[config.mk]
export PLATFORM = sky130hd
export DESIGN_NAME = seq_detector_param
export DESIGN_NICKNAME = d
export VERILOG_FILES = /design/src/rtl/seq_detector_param.sv
export SDC_FILE = /design/constraint.sdc
export NUM_CORES = 1
export LEC_CHECK = 0
export ABC_CLOCK_PERIOD_IN_PS = 2400
export CAP_MARGIN = 0
export CORE_UTILIZATION = 46
export DETAILED_ROUTE_END_ITERATION = 6
export GPL_TIMING_DRIVEN = 1
export PLACE_DENSITY = 0.74
export SLEW_MARGIN = 20
export SYNTH_ARGS = -nofsm -noshare
export SYNTH_HDL_FRONTEND = slang
export SYNTH_SLANG_ARGS = --single-unit
[constraint.sdc]
create_clock -name clk -period 2.4 [get_ports clk]
set_input_delay 0.24 -clock clk [delete_from_list [all_inputs] [get_ports clk]]
set_output_delay 0.24 -clock clk [all_outputs]
set_load 0.03 [all_outputs]
[src/rtl/seq_detector_param.sv]
// Parametrised serial pattern detector with Moore match flag.
// Next-state table is built from PATTERN at elaboration (KMP style).
module seq_detector_param #(
    parameter int                 PAT_LEN = 4,
    parameter logic [PAT_LEN-1:0] PATTERN = 4'b1011,
    parameter int                 OVERLAP = 1,
    parameter int                 CNT_W   = 8,
    localparam int                SW      = $clog2(PAT_LEN + 1)
) (
    input  logic             clk,
    input  logic             rst_n,
    input  logic             w,
    input  logic             en,
    input  logic             clear,
    output logic [SW-1:0]    q,
    output logic             z_s,
    output logic [CNT_W-1:0] match_cnt,
    output logic             cnt_sat
);

    localparam logic [SW-1:0]    FULL    = SW'(PAT_LEN);
    localparam logic [CNT_W-1:0] CNT_MAX = '1;
    localparam logic [CNT_W-1:0] CNT_PEN = CNT_MAX - 1'b1;
    localparam int               TBL_N   = 2 ** (SW + 1);

    // Longest pattern prefix that is a suffix of (accepted prefix + b).
    // From the full state, non-overlap mode restarts from the empty prefix.
    function automatic logic [SW-1:0] next_state(int k, logic b);
        logic [16:0] s;
        int          base;
        int          n;
        int          best;
        logic        ok;
        s    = '0;
        base = (k == PAT_LEN && OVERLAP == 0) ? 0 : k;
        for (int i = 0; i < base; i++)
            s[i] = PATTERN[PAT_LEN-1-i];
        s[base] = b;
        n       = base + 1;
        best    = 0;
        for (int l = 1; l <= n; l++) begin
            if (l <= PAT_LEN) begin
                ok = 1'b1;
                for (int j = 0; j < l; j++)
                    if (s[n-l+j] != PATTERN[PAT_LEN-1-j])
                        ok = 1'b0;
                if (ok)
                    best = l;
            end
        end
        return best[SW-1:0];
    endfunction

    // Table indexed by {state, bit}; unreachable states map to S0.
    logic [SW-1:0] nxt_tbl [TBL_N];

    for (genvar i = 0; i < TBL_N; i++) begin : g_tbl
        if ((i / 2) <= PAT_LEN) begin : g_live
            localparam logic [SW-1:0] NXT = next_state(i / 2, (i % 2) == 1);
            assign nxt_tbl[i] = NXT;
        end else begin : g_dead
            assign nxt_tbl[i] = '0;
        end
    end

    logic [SW-1:0] nxt;
    logic          hit;

    assign nxt = nxt_tbl[{q, w}];
    assign hit = (nxt == FULL);

    // State, Moore flag and saturating counter; clear beats enable.
    always_ff @(posedge clk or negedge rst_n) begin
        if (!rst_n) begin
            q         <= '0;
            z_s       <= 1'b0;
            match_cnt <= '0;
            cnt_sat   <= 1'b0;
        end else if (clear) begin
            q         <= '0;
            z_s       <= 1'b0;
            match_cnt <= '0;
            cnt_sat   <= 1'b0;
        end else if (en) begin
            q   <= nxt;
            z_s <= hit;
            if (hit && !cnt_sat) begin
                match_cnt <= match_cnt + 1'b1;
                cnt_sat   <= (match_cnt == CNT_PEN);
            end
        end
    end

endmodule

==> flow_metrics.tcl <==
set metrics [dict create \
    status "finished, final reports clean" \
    grt.total_usage_pct 19.83 \
    wl_per_cell_um 13.47 \
    relSlewSlack_pct 61.05 \
    worst_pin_slew_ns 0.5824 \
    synth_area_sq_um 793.3 \
    root_buffer "clkbuf_4" \
    netlist_instances 78 \
    async_reset_ff_share_pct 100.0 \
    synth_enable_flop_cells 0 \
    grt_start_max_net_pins 14 \
    r2r_slack_ns 0.26 \
    post-route-drc-count 0 \
    worst_path_dominant_cell_family "simple AND/OR/NAND/NOR gates" \
    std_cell_rows 14 \
    timing.final.crit_period_ns 2.137 \
    crit_path_end_kind "flip-flop" \
    initial_core_util_pct 50.88 \
    drv_slew 0 \
    clock_path_buffers 2 \
    cp.required_ns 2.56 \
    die_area_sq_um 1894 \
    finish.net_count 111 \
    mostFrequentLayoutCell "clkdlybuf4s50_1" \
    cp_slowest_stage_delay_ns 0.52 \
    synth_warnings 0 \
    rsz0062_at_grt "false" \
    synth-seq-cells 13 \
    slowest_stage "or4b_1" \
    drt-initial-drc-count 5 \
    post_cts_buffers 0 \
    hold_path_class "primary input to async pin" \
    grt_pass1_wl_mm 2.684 \
    synth_cell_types 24 \
    path_class "flip-flop to flip-flop" \
    die_h_um 43.53 \
    cts_inserted_buffers 3 \
    gp_congestion 0.8824 \
    final_hold_viol_count 0 \
    cts_hold_buffers 0 \
    worst-path-buf-inv 2 \
    drtAntennaViolNets 0 \
    dp_hpwl_mm 1.166 \
    cp-start-kind "flip-flop" \
    final_cell_mix "17 x clkdlybuf4s50_1, 13 x nor2_1, 13 x dfrtp_1" \
    leakagePower_nw 0.4263 \
    fmaxAchievable_mhz 467.9 \
    fin_area_sq_um 1010 \
    clkSinkCount 13 \
    skew_ns 0.01083 \
    syn2layout_area_growth_pct 27.29 \
    grt_pass1_vias 596 \
    io_pins 18 \
    finalCritPeriodShare_pct 89.05 \
    finalSetupViolations 0 \
    vias_per_cell 5.487 \
    synth_ff_type "dfrtp_1" \
    arrival_ns 2.30 \
    drt_pre_antenna_iters 4 \
    synth_nets 89 \
    vias 631 \
    clk_pin_slew_worst_paths_ns 0.09 \
    placed_cell_area_sq_um 983.4 \
    die_w_um 43.53 \
    fin_cells 115 \
    overflow 0 \
    antenna_found_initial 0 \
    drv_cap 0 \
    crit_chain "inv_1 -> ha_1 -> or4b_1 -> buf_4 -> nor3_1 -> xnor2_1 -> nor2_1" \
    dpl.cell_count 111 \
    fin_util_pct 64.77 \
    peakVddDrop_mv 0.3934 \
    drive_above_1_share_pct 10.10 \
    core-area_sq_um 1559 \
    worstPathMaxFanout 6 \
    ctsHtreeMaxLevel 1 \
    cts_tree "yes" \
    port_buffers 17 \
    diodes 0 \
    p_total_w 0.0004114 \
    drt_wl_total_mm 1.549 \
    hold_ws_ns 0.3158 \
    insertion_delay_ns 0.29 \
    postSynthAreaPerCell_sq_um 10.17 \
    cts_resized 0 \
    power_density_nw_per_um2 407.4 \
    seq_area_frac_synth_pct 41.01 \
]
kinds of logic after synthesis:
kind of cell             count (synthesis)  synth area share [%]
AO/OA/AOI/OAI                            8                 6.625
XOR/XNOR                                 6                 6.625
adder cells (fa/ha/maj)                  6                 9.463
buffers and inverters                    8                 5.205
flip-flops                              13                 41.01
multiplexers                             3                 3.786
AND/OR/NAND/NOR                         34                 27.29
report_power, final:
group / switching [W] / total (W) / internal, W
Sequential: 0.00000297 / 0.000224 / 0.000221
Clock: 0.0000760 / 0.000141 / 0.0000646
Combinational: 0.0000270 / 0.0000472 / 0.0000202
registers in the layout, indices dropped and copies added, names as in the netlist:
signal / cells
match_cnt: 8
z_s: 1
cnt_sat: 1
q: 3
through the flow:
stage / setup slack (ns) / setup TNS, ns
2_1_floorplan: 0.2511 / 0
3_3_place_gp: 0.05872 / 0
3_5_place_dp: -0.006504 / -0.006504
4_1_cts: 0.2620 / 0
5_1_grt: 0.1747 / 0
6_report: 0.2627 / 0
synth_stat cells (2+ instances only):
cell type  instances  share of area (%)
a21oi_1            4                2.5
nor3_1             5                3.2
dfrtp_1           13                 41
inv_1              5                2.4
nor4_4             2                5.4
xnor2_1            6                6.6
nand4_1            3                2.4
nand3_1            3                1.9
ha_1               6                9.5
nor2_1            13                6.2
nand3b_1           3                2.8
mux2i_1            3                3.8
worst paths after layout:
kind / cells past startpoint / start / to
worst max-delay path: 7 / q[0] / match_cnt[3]
worst min-delay path: 1 / rst_n / q[2]
worst max register to register: 7 / q[0] / match_cnt[3]
worst min register to register: 2 / cnt_sat / cnt_sat
max in group asynchronous: 1 / rst_n / match_cnt[7]
min in group clk: 2 / cnt_sat / cnt_sat
metal layers:
layer / wire [um] / vias to the layer above / track usage [%]
met5: 0 / - / 0
li1: - / 312 / -
met2: 692 / 12 / 30.30
met4: 51 / 0 / 15.00
met3: 46 / 5 / 2.917
met1: 757 / 302 / 25.26
layout make-up:
cell class | instances | area [sq um]
multi-input cells | 57 | 426.7
inverters | 5 | 18.77
fillers | 138 | 549.3
clock buffers | 4 | 26.28
well taps | 16 | 20.02
repair buffers | 20 | 192.7
flip-flops and latches | 13 | 325.3
Power figures use the tool's default switching activity.
